===== src/rtl/nibble_add_scheduler_pkg.sv =====
// Shared definitions for the nibble-serial adder scheduler.
//   state_t  : scheduler FSM states (IDLE / RUN / DONE)
//   NIB_W    : width of the shared carry-lookahead slice
//   req_id_t : requester identifier (two requesters)
package nibble_add_scheduler_pkg;

  localparam int NIB_W = 4;

  typedef enum logic [1:0] {
    IDLE = 2'd0,
    RUN  = 2'd1,
    DONE = 2'd2
  } state_t;

  typedef logic [0:0] req_id_t;

endpackage


===== src/rtl/nibble_add_scheduler_cla.sv =====
// nibble_cla_slice: purely combinational 4-bit generate/propagate adder slice.
//   a, b : nibble operands
//   cin  : carry into bit 0
//   sum  : nibble sum
//   cout : carry out of bit 3
module nibble_cla_slice
  import nibble_add_scheduler_pkg::*;
(
  input  logic [NIB_W-1:0] a,
  input  logic [NIB_W-1:0] b,
  input  logic             cin,
  output logic [NIB_W-1:0] sum,
  output logic             cout
);

  logic [NIB_W-1:0] w_g;
  logic [NIB_W-1:0] w_p;
  logic [NIB_W:0]   w_c;

  assign w_g = a & b;
  assign w_p = a ^ b;

  always_comb begin
    w_c    = '0;
    w_c[0] = cin;
    for (int i = 0; i < NIB_W; i++) begin
      w_c[i+1] = w_g[i] | (w_c[i] & w_p[i]);
    end
  end

  assign sum  = w_p ^ w_c[NIB_W-1:0];
  assign cout = w_c[NIB_W];

endmodule


===== src/rtl/nibble_add_scheduler.sv =====
// nibble_add_scheduler: two-requester round-robin front end feeding one
// shared 4-bit adder slice that is stepped across the operand, LSB nibble
// first, one nibble per cycle.
//   clk, rst_n           : clock, asynchronous active-low reset
//   req_valid/req_ready  : per-requester handshake (ready only in IDLE)
//   req_a0/b0, req_a1/b1 : operands of requester 0 / 1
//   req_cin              : per-requester carry-in
//   out_valid/out_ready  : result handshake, result held stable while stalled
//   out_sum, out_cout    : WIDTH-bit sum and carry out of bit WIDTH-1
//   out_id               : requester that owns the result
//   busy                 : high while an operation is in RUN or DONE
module nibble_add_scheduler
  import nibble_add_scheduler_pkg::*;
#(
  parameter int WIDTH = 16
) (
  input  logic             clk,
  input  logic             rst_n,
  input  logic [1:0]       req_valid,
  output logic [1:0]       req_ready,
  input  logic [WIDTH-1:0] req_a0,
  input  logic [WIDTH-1:0] req_b0,
  input  logic [WIDTH-1:0] req_a1,
  input  logic [WIDTH-1:0] req_b1,
  input  logic [1:0]       req_cin,
  output logic             out_valid,
  input  logic             out_ready,
  output logic [WIDTH-1:0] out_sum,
  output logic             out_cout,
  output logic [0:0]       out_id,
  output logic             busy
);

  localparam int NIBS = WIDTH / NIB_W;
  localparam int K_W  = (NIBS > 1) ? $clog2(NIBS) : 1;
  localparam logic [K_W-1:0] LAST_K = K_W'(NIBS - 1);

  state_t           r_state;
  state_t           w_next;
  req_id_t          r_prio;
  req_id_t          r_id;
  logic [K_W-1:0]   r_k;
  logic             r_carry;
  logic             r_cout;
  logic [WIDTH-1:0] r_a;
  logic [WIDTH-1:0] r_b;
  logic [WIDTH-1:0] r_sum;

  logic [1:0]       w_ready;
  logic             w_accept;
  req_id_t          w_win;
  logic [NIB_W-1:0] w_nib_a;
  logic [NIB_W-1:0] w_nib_b;
  logic [NIB_W-1:0] w_nib_sum;
  logic             w_nib_cout;

  // Arbitration and next state. Ready is one-hot at most: a lone valid is
  // granted outright, contention goes to the requester favoured by r_prio.
  always_comb begin
    w_next  = r_state;
    w_ready = 2'b00;
    case (r_state)
      IDLE: begin
        w_ready[0] = req_valid[0] & (~req_valid[1] | (r_prio == 1'b0));
        w_ready[1] = req_valid[1] & (~req_valid[0] | (r_prio == 1'b1));
        if (|w_ready) w_next = RUN;
      end
      RUN:     if (r_k == LAST_K) w_next = DONE;
      DONE:    if (out_ready)     w_next = IDLE;
      default: w_next = IDLE;
    endcase
  end

  assign w_accept = |w_ready;
  assign w_win    = w_ready[1];

  assign w_nib_a = r_a[r_k*NIB_W +: NIB_W];
  assign w_nib_b = r_b[r_k*NIB_W +: NIB_W];

  nibble_cla_slice u_slice (
    .a    (w_nib_a),
    .b    (w_nib_b),
    .cin  (r_carry),
    .sum  (w_nib_sum),
    .cout (w_nib_cout)
  );

  // Control and result registers
  always_ff @(posedge clk or negedge rst_n) begin
    if (!rst_n) begin
      r_state <= IDLE;
      r_prio  <= 1'b0;
      r_id    <= 1'b0;
      r_k     <= '0;
      r_carry <= 1'b0;
      r_cout  <= 1'b0;
      r_sum   <= '0;
    end else begin
      r_state <= w_next;
      case (r_state)
        IDLE: begin
          if (w_accept) begin
            r_id    <= w_win;
            r_prio  <= ~w_win;
            r_k     <= '0;
            r_carry <= w_win ? req_cin[1] : req_cin[0];
          end
        end
        RUN: begin
          r_sum[r_k*NIB_W +: NIB_W] <= w_nib_sum;
          r_carry                   <= w_nib_cout;
          if (r_k == LAST_K) begin
            r_cout <= w_nib_cout;
            r_k    <= '0;
          end else begin
            r_k <= r_k + 1'b1;
          end
        end
        default: ;
      endcase
    end
  end

  // Operand capture: only the accepting edge loads, so later req_* changes
  // cannot disturb the running operation.
  always_ff @(posedge clk) begin
    if ((r_state == IDLE) && w_accept) begin
      r_a <= w_win ? req_a1 : req_a0;
      r_b <= w_win ? req_b1 : req_b0;
    end
  end

  assign req_ready = w_ready;
  assign out_valid = (r_state == DONE);
  assign busy      = (r_state != IDLE);
  assign out_sum   = r_sum;
  assign out_cout  = r_cout;
  assign out_id    = r_id;

endmodule


===== config.mk =====
export PLATFORM = sky130hd
export DESIGN_NAME = nibble_add_scheduler
export DESIGN_NICKNAME = d
export VERILOG_FILES = /design/src/rtl/nibble_add_scheduler_pkg.sv /design/src/rtl/nibble_add_scheduler_cla.sv /design/src/rtl/nibble_add_scheduler.sv
export SDC_FILE = /design/constraint.sdc
export NUM_CORES = 1
export LEC_CHECK = 0
export CAP_MARGIN = 40
export CORE_MARGIN = 2
export CORE_UTILIZATION = 46
export DETAILED_ROUTE_END_ITERATION = 10
export GPL_TIMING_DRIVEN = 0
export PLACE_DENSITY = 0.88
export SETUP_SLACK_MARGIN = 0.2
export SLEW_MARGIN = 25
export SYNTH_ARGS = -nofsm -noshare
export SYNTH_HDL_FRONTEND = slang
export SYNTH_SLANG_ARGS = --single-unit

===== constraint.sdc =====
create_clock -name clk -period 3.32 [get_ports clk]
set_input_delay 0.332 -clock clk [delete_from_list [all_inputs] [get_ports clk]]
set_output_delay 0.332 -clock clk [all_outputs]
set_load 0.02 [all_outputs]

==> metrics.log, run 1 <==
INFO  metric outcome = complete, no violations
INFO  metric final_cell_area = 3950 sq um
INFO  metric cts-root-to-sink-buffers = 2
INFO  metric place.detailed.instances = between 300 and 400
INFO  metric power_leakage = 1.53 nW
INFO  metric clock_latency_late_sink = around 0.3 ns
INFO  metric tritoncts.num_buffers = 5
INFO  metric die_height = 82.1 um
INFO  metric hold_violations = 0
INFO  metric num-fill-cells = ~430
INFO  metric postCtsHoldBufs = 0
INFO  metric final.min_clock_period = slightly below 3 ns
INFO  metric number_of_antenna_cells_inserted = 0
INFO  metric holdCritPathClass = in -> async
INFO  metric fraction_of_the_mapped_netlist_area_in_simple_logic_gates = 8.29%
INFO  metric place_area = 3860 sq um
INFO  metric die_area = slightly below 7000 sq um
INFO  metric reg2regPathDepth = 9
INFO  metric floorplan.io_pins = 93
INFO  metric grt_max_degree = 29
INFO  metric dominant_combinational_cell_family_by_area_after_synthesis = multiplexers
INFO  metric post-route-period-util = 87.5%
INFO  metric path_clk_slew = 0.09 ns
INFO  metric met1_usage = between 20% and 30%
INFO  metric number_of_synthesized_register_bits = 56
INFO  metric critical_path_arrival = 3.10 ns
INFO  metric cp_data_required_time = 3.51 ns
INFO  metric layout-area-overhead-vs-synth = 40.6%
INFO  metric initialDrtViolationCount = 92
INFO  metric initial_core_utilization = ~47%
INFO  metric syn_inst = between 150 and 200
INFO  metric vdd_drop_max = approximately 0.44 mV
INFO  metric cts_htree_levels = 2
INFO  metric drc = 0
INFO  metric floorplan.die.width = between 80 and 90 um
INFO  metric finish.cell_count_without_fillers = 363
INFO  metric global_route.usage.total = 18.6%
INFO  metric count_of_port_buffers_added_during_placement = 92
INFO  metric end_kind = register
INFO  metric crit_type = reg -> reg
INFO  metric rsz0062_at_grt = no
INFO  metric routabilityCongestion = around 0.85
INFO  metric synth_top_area_share = 34.2%
INFO  metric setup_viol = 0
INFO  metric synth.area.mux_share = 19.9%
INFO  metric synth-async-reset-ratio = 42.9%
INFO  metric grt_overflow = 0
INFO  metric ys.warnings.count = 0
INFO  metric drt-vias-per-instance = 5.26
INFO  metric slew_viol_final = 0
INFO  metric slew_headroom = 70.9%
INFO  metric crit-reg2reg-launch = r_k[0]
INFO  metric power.internal = 1.87 mW
INFO  metric cts_post_setup_buffers_inserted = 0
INFO  metric ant_nets = 0
INFO  metric synth_compound_gate_area_share = under 10%
INFO  metric drt_pass1_iterations = 4
INFO  metric clockPowerShare = 11.9%
INFO  metric yosys_most_used_dff = edfxtp_1
INFO  metric yosysSeqAreaShare = 55.6%
INFO  metric synth_xor_xnor_area_share = 0%
INFO  metric syn_area = 2810 sq um
INFO  metric syn_nets = approximately 270
INFO  metric tightest_slew = 0.425 ns
INFO  metric power.combinational.fraction = between 50% and 60%
INFO  metric grt_util_met2 = 34.4%
INFO  metric nets = 368
INFO  metric power_frac_seq = 35.7%
INFO  metric antenna_found_initial = 0
INFO  metric holdWs = 0.338 ns
INFO  metric max_clock_freq = roughly 340 MHz
INFO  metric critical_path_fanouts_max = 7
INFO  metric timing.setup.tns = 0 ns
INFO  metric cts_tree = built
INFO  metric cp-start-kind = register
INFO  metric critical_path.reg2reg.endpoint = out_sum[3]
INFO  metric busiest_layer = met2
INFO  metric clock-skew-final = a little over 0.008 ns
INFO  metric clkSinkCount = 56
INFO  metric core = 5920 sq um
INFO  metric grt.met3_usage = 3.48%
INFO  metric final_critical_path_setup_slack = 0.415 ns
INFO  metric dr_total_vias = 1909
INFO  metric wire_length_of_the_first_global_routing_pass = 9.38 mm
INFO  metric number_of_maximum_capacitance_constraint_violations = 0
INFO  metric post-place-ws = 0.202 ns
INFO  metric power_switching_share = 37.5%
INFO  metric detailedPlacementHpwl = 4.58 mm
INFO  metric synthTopCellsByArea = edfxtp_1 34%, dfrtp_1 21%, mux2_2 12%
INFO  metric clk_root_buffer_cell = clkbuf_8
INFO  metric power_per_cell_area = 758 nW/um^2
INFO  metric yosys.area_share.adder = between 5 and 6%
INFO  metric placementRows = 28
INFO  metric number_of_enable_type_register_cells_in_the_synthesized_netlist = 32
INFO  metric rrSetupSlack = 0.41 ns
INFO  metric avgSynthCellArea = 15.1 sq um
INFO  metric number_of_global_route_vias_before_repair = 2050
INFO  metric detail_route.wirelength = 5.85 mm
INFO  metric synth.largest_area_cell = edfxtp_1
INFO  metric power_switching = between 1 and 1.5 mW
INFO  metric wire_per_inst = 16.1 um
INFO  metric final_layout_size_suffix_gt1_share = between 20 and 25%
INFO  metric synth_cell_type_count = 39
## kinds of logic after synthesis
| group | Yosys count |
|---|---|
| adder cells (fa/ha/maj) | 10 |
| buffers and inverters | 19 |
| AO/OA/AOI/OAI | 26 |
| AND/OR/NAND/NOR | 34 |
| multiplexers | 41 |
| flip-flops | 56 |
## worst max-delay path, cell delays in order (launching register included)
cell and delay [ns]:
dfrtp_1 0.43, buf_4 0.22, mux4_2 0.52, inv_1 0.09, fa_1 0.18, fa_1 0.17, inv_1 0.05, fa_1 0.39
fa_1 0.53, a22o_1 0.23
## area by class of cell
cell class	count	area (sq um)	area share (%)
Multi-Input combinational cell	111	1150	29.2
Inverter	12	45.0	1.14
Sequential cell	56	1560	39.5
Clock inverter	1	5.00	0.127
Tap cell	75	93.8	2.38
Buffer	7	58.8	1.49
Timing Repair Buffer	94	956	24.2
Clock buffer	7	77.6	1.96
## cells in the mapped netlist, types with 2 or more instances
library cell / number
o31ai_1: 2
mux4_2: 8
inv_1: 12
edfxtp_1: 32
o21ai_0: 4
fa_1: 4
buf_6: 3
buf_4: 2
nor3b_1: 2
a21oi_1: 3
a22o_1: 9
nor2_1: 6
mux2_2: 31
or4_1: 2
dfrtp_1: 24
ha_1: 6
o2bb2ai_1: 4
mux2_4: 2
nand4_1: 2
nor4_1: 2
nand2_1: 8
## worst max path at each step
stage / cells after the start / to / start / slack [ns]
2_1_floorplan: 9 / out_sum[11] / r_k[1] / 0.58
3_3_place_gp: 3 / r_a[9] / req_valid[1] / 0.11
3_5_place_dp: 9 / out_sum[11] / r_k[1] / 0.20
4_1_cts: 9 / out_sum[3] / r_k[0] / 0.39
5_1_grt: 9 / out_sum[15] / r_k[0] / 0.28
6_report: 9 / out_sum[3] / r_k[0] / 0.41
## placed cells by master (no fill, tap or decap), types with 3 or more instances in the layout
master           instances
mux4_2                   8
clkbuf_8                 5
o2bb2ai_1                4
inv_1                   12
nand2_1                  8
clkdlybuf4s50_1         92
dfrtp_1                 24
edfxtp_1                32
ha_1                     6
nor2_1                   5
fa_1                     4
buf_6                    3
a22o_1                   9
a21oi_1                  3
o21ai_0                  4
mux2_2                  31
## power groups by stage
stage          clock network [mW]  logic (mW)  registers, mW
2_1_floorplan                   0       0.931           1.15
3_3_place_gp                    0        1.51           1.08
3_5_place_dp                    0        1.58           1.09
4_1_cts                     0.365        1.59           1.07
5_1_grt                     0.382        1.72           1.09
6_report                    0.357        1.57           1.07
## state kept, by name (all words and copies together) (netlist names)
name,count
r_a,16
r_carry,1
r_state,2
r_b,16
out_id,1
r_prio,1
out_cout,1
out_sum,16
r_k,2
## layer usage
| layer | wire, um | vias up |
|---|---|---|
| met4 | 44 | 0 |
| met1 | 2310 | 924 |
| met2 | 3210 | 67 |
| met5 | 0 | - |
| li1 | - | 913 |
| met3 | 284 | 5 |
## repair_timing
item	4_1_cts	5_1_grt
hold endpoints to repair	0	0
resized for setup	1	0
endpoints found under the setup margin	4	0
## through the flow
step	utilization [%]	total power, mW
4_1_cts	66.7	3.03
5_1_grt	66.7	3.19
3_3_place_gp	64.6	2.59
3_5_place_dp	65.3	2.66
6_report	66.7	2.99
2_1_floorplan	-	2.08
No activity file was read; power rests on OpenSTA's default activity.
==> run 2: changes to the inputs <==
--- a/config.mk
+++ b/config.mk
@@ -6,7 +6,7 @@
 export NUM_CORES = 1
 export LEC_CHECK = 0
 export CAP_MARGIN = 40
-export CORE_MARGIN = 2
+export CORE_MARGIN = 4
 export CORE_UTILIZATION = 46
 export DETAILED_ROUTE_END_ITERATION = 10
 export GPL_TIMING_DRIVEN = 0
==> metrics.log, run 2 (same netlist as run 1, synthesis figures left out) <==
INFO  metric cts_post_setup_buffers_inserted = 0 (unchanged)
INFO  metric cpMaxStageDelayCell = fa_1 (unchanged)
INFO  metric power_switching_share = 37.0% (was 37.5%)
INFO  metric number_of_global_route_vias_before_repair = 2050 (unchanged)
INFO  metric num-fill-cells = 433 (was 429)
INFO  metric routabilityCongestion = 0.862 (was 0.847)
INFO  metric slew_viol_final = 0 (unchanged)
INFO  metric cts_htree_levels = 2 (unchanged)
INFO  metric detailedPlacementHpwl = 4.70 mm (was 4.58 mm)
INFO  metric clock_latency_late_sink = 0.31 ns (was 0.30 ns)
INFO  metric rsz0062_at_grt = no (unchanged)
INFO  metric power_per_cell_area = 775 nW/um^2 (was 758 nW/um^2)
INFO  metric path_clk_slew = 0.10 ns (was 0.09 ns)
INFO  metric cp_cell_sequence = clkbuf_2, mux4_2, inv_1, fa_1, fa_1, inv_1, fa_1, fa_1, a22o_1 (was buf_4, mux4_2, inv_1, fa_1, fa_1, inv_1, fa_1, fa_1, a22o_1)
INFO  metric max_clock_freq = 343 MHz (was 344 MHz)
INFO  metric worst_path_largest_cell_delay = 0.49 ns (was 0.53 ns)
INFO  metric number_of_maximum_capacitance_constraint_violations = 0 (unchanged)
INFO  metric cp-start-kind = register (unchanged)
INFO  metric post-route-period-util = 87.8% (was 87.5%)
INFO  metric tightest_slew = 0.504 ns (was 0.425 ns)
INFO  metric tritoncts.num_buffers = 5 (unchanged)
INFO  metric power_switching = 1.14 mW (was 1.12 mW)
INFO  metric postCtsHoldBufs = 0 (unchanged)
INFO  metric slew_headroom = 65.5% (was 70.9%)
INFO  metric floorplan.die.width = 86.1 um (was 82.1 um)
INFO  metric holdWs = 0.347 ns (was 0.338 ns)
INFO  metric critical_path_fanouts_max = 10 (was 7)
INFO  metric initial_core_utilization = 47.4% (unchanged)
INFO  metric clk_root_buffer_cell = clkbuf_8 (unchanged)
INFO  metric ant_nets = 0 (unchanged)
INFO  metric hold_violations = 0 (unchanged)
INFO  metric count_of_port_buffers_added_during_placement = 92 (unchanged)
INFO  metric power.total = 3.08 mW (was 2.99 mW)
INFO  metric holdCritPathClass = in -> async (unchanged)
INFO  metric timing.critical_path.mode_cell = fa_1 (unchanged)
INFO  metric timing.setup.tns = 0 ns (unchanged)
INFO  metric wire_per_inst = 16.6 um (was 16.1 um)
INFO  metric most_used_cells_in_the_layout_excluding_fill_and_tap_cells = 92 x clkdlybuf4s50_1, 32 x edfxtp_1, 31 x mux2_2 (unchanged)
INFO  metric placementRows = 28 (unchanged)
INFO  metric cts-root-to-sink-buffers = 2 (unchanged)
INFO  metric drc = 0 (unchanged)
INFO  metric wire_length_of_the_first_global_routing_pass = 10.0 mm (was 9.38 mm)
INFO  metric number_of_antenna_cells_inserted = 0 (unchanged)
INFO  metric drt_pass1_iterations = 4 (unchanged)
INFO  metric core = 5920 sq um (unchanged)
INFO  metric clockPowerShare = 14.2% (was 11.9%)
INFO  metric antenna_found_initial = 0 (unchanged)
INFO  metric die_area = 7420 sq um (was 6740 sq um)
INFO  metric clock-skew-final = 0.0118 ns (was 0.00829 ns)
INFO  metric global_route.usage.total = 17.6% (was 18.6%)
INFO  metric cp_data_required_time = 3.53 ns (was 3.51 ns)
INFO  metric vdd_drop_max = 0.476 mV (was 0.436 mV)
INFO  metric critical_path_arrival = 3.12 ns (was 3.10 ns)
INFO  metric power_leakage = 1.54 nW (was 1.53 nW)
INFO  metric crit_type = reg -> reg (unchanged)
INFO  metric layout-area-overhead-vs-synth = 41.4% (was 40.6%)
INFO  metric detail_route.wirelength = 6.02 mm (was 5.85 mm)
INFO  metric final_layout_size_suffix_gt1_share = 21.9% (unchanged)
INFO  metric initialDrtViolationCount = 67 (was 92)
INFO  metric grt_max_degree = 18 (was 29)
INFO  metric floorplan.io_pins = 93 (unchanged)
INFO  metric cts_tree = built (unchanged)
INFO  metric outcome = complete, no violations (unchanged)
INFO  metric nets = 368 (unchanged)
INFO  metric final.min_clock_period = 2.92 ns (was 2.91 ns)
INFO  metric most_common_cell_after_layout_fill_and_taps_aside = clkdlybuf4s50_1 (unchanged)
INFO  metric rrSetupSlack = 0.40 ns (was 0.41 ns)
INFO  metric end_kind = register (unchanged)
INFO  metric power_frac_seq = 34.8% (was 35.7%)
INFO  metric grt_overflow = 0 (unchanged)
INFO  metric setup_viol = 0 (unchanged)
INFO  metric clkSinkCount = 56 (unchanged)
INFO  metric drt-vias-per-instance = 5.24 (was 5.26)
INFO  metric power.combinational.fraction = 51.0% (was 52.4%)
INFO  metric dr_total_vias = 1903 (was 1909)
INFO  metric power.internal = 1.94 mW (was 1.87 mW)
INFO  metric die_height = 86.1 um (was 82.1 um)
==> run 2: cell count changes in the layout (fill, tap and decap cells not counted), sizes merged <==
cell    change
bufinv      +1
clkbuf      -1
==> run 2: worst max-delay path, delay by kind of cell, from the launching register on <==
kind	cells	cell delay [ns]
DFF	1	0.42
muxes	1	0.26
buffers and inverters	3	0.44
AOI/OAI and AO/OA	1	0.24
adders and majority gates	4	1.45
==> run 2: final cells by class <==
class	count	area [sq um]	share of cell area [%]
Sequential cell	56	1560	39.3
Multi-Input combinational cell	111	1150	29.0
Timing Repair Buffer	94	951	24.0
Tap cell	75	93.8	2.36
Clock buffer	6	72.6	1.83
Buffer	7	58.8	1.48
Inverter	12	45.0	1.13
Clock inverter	2	35.0	0.883
==> run 2: worst paths after layout <==
| path | startpoint | to | depth (start not counted) |
|---|---|---|---|
| hold reg to reg | out_sum[13] | out_sum[13] | 2 |
| min in group clk | out_sum[13] | out_sum[13] | 2 |
| hold / removal | rst_n | out_sum[10] | 1 |
| max in group asynchronous | rst_n | r_prio | 2 |
| setup reg to reg | r_k[1] | out_sum[11] | 9 |
| setup / recovery | r_k[1] | out_sum[11] | 9 |
==> run 2: power groups by stage <==
stage / Combinational, mW / Sequential [mW] / Clock, mW
6_report: 1.57 / 1.07 / 0.436
5_1_grt: 1.70 / 1.10 / 0.473
4_1_cts: 1.58 / 1.07 / 0.443
3_5_place_dp: 1.57 / 1.09 / 0
3_3_place_gp: 1.52 / 1.08 / 0
2_1_floorplan: 0.931 / 1.15 / 0
==> run 2: layer usage <==
metal	wire length [um]	share of wire, %	track usage, %	vias up
li1	-	-	-	906
met1	2380	40	21.4	925
met2	3160	53	30.5	67
met3	405	6.7	4.71	5
met4	67	1.1	5.04	0
met5	0	0	0	-
==> run 2: stage by stage <==
step / worst slack (ns) / area, sq um / instances / utilization [%]
2_1_floorplan: 0.581 / 2810 / 186 / -
3_3_place_gp: 0.114 / 3820 / 353 / 64.6
3_5_place_dp: 0.177 / 3860 / 355 / 65.2
4_1_cts: 0.405 / 3970 / 363 / 67.0
5_1_grt: 0.271 / 3970 / 363 / 67.0
6_report: 0.405 / 3970 / 363 / 67.0
==> run 2: what timing repair did <==
action                                  CTS  global route
gates resized for setup                   1             0
endpoints found under the setup margin    4             0
endpoints found under the hold margin     0             0
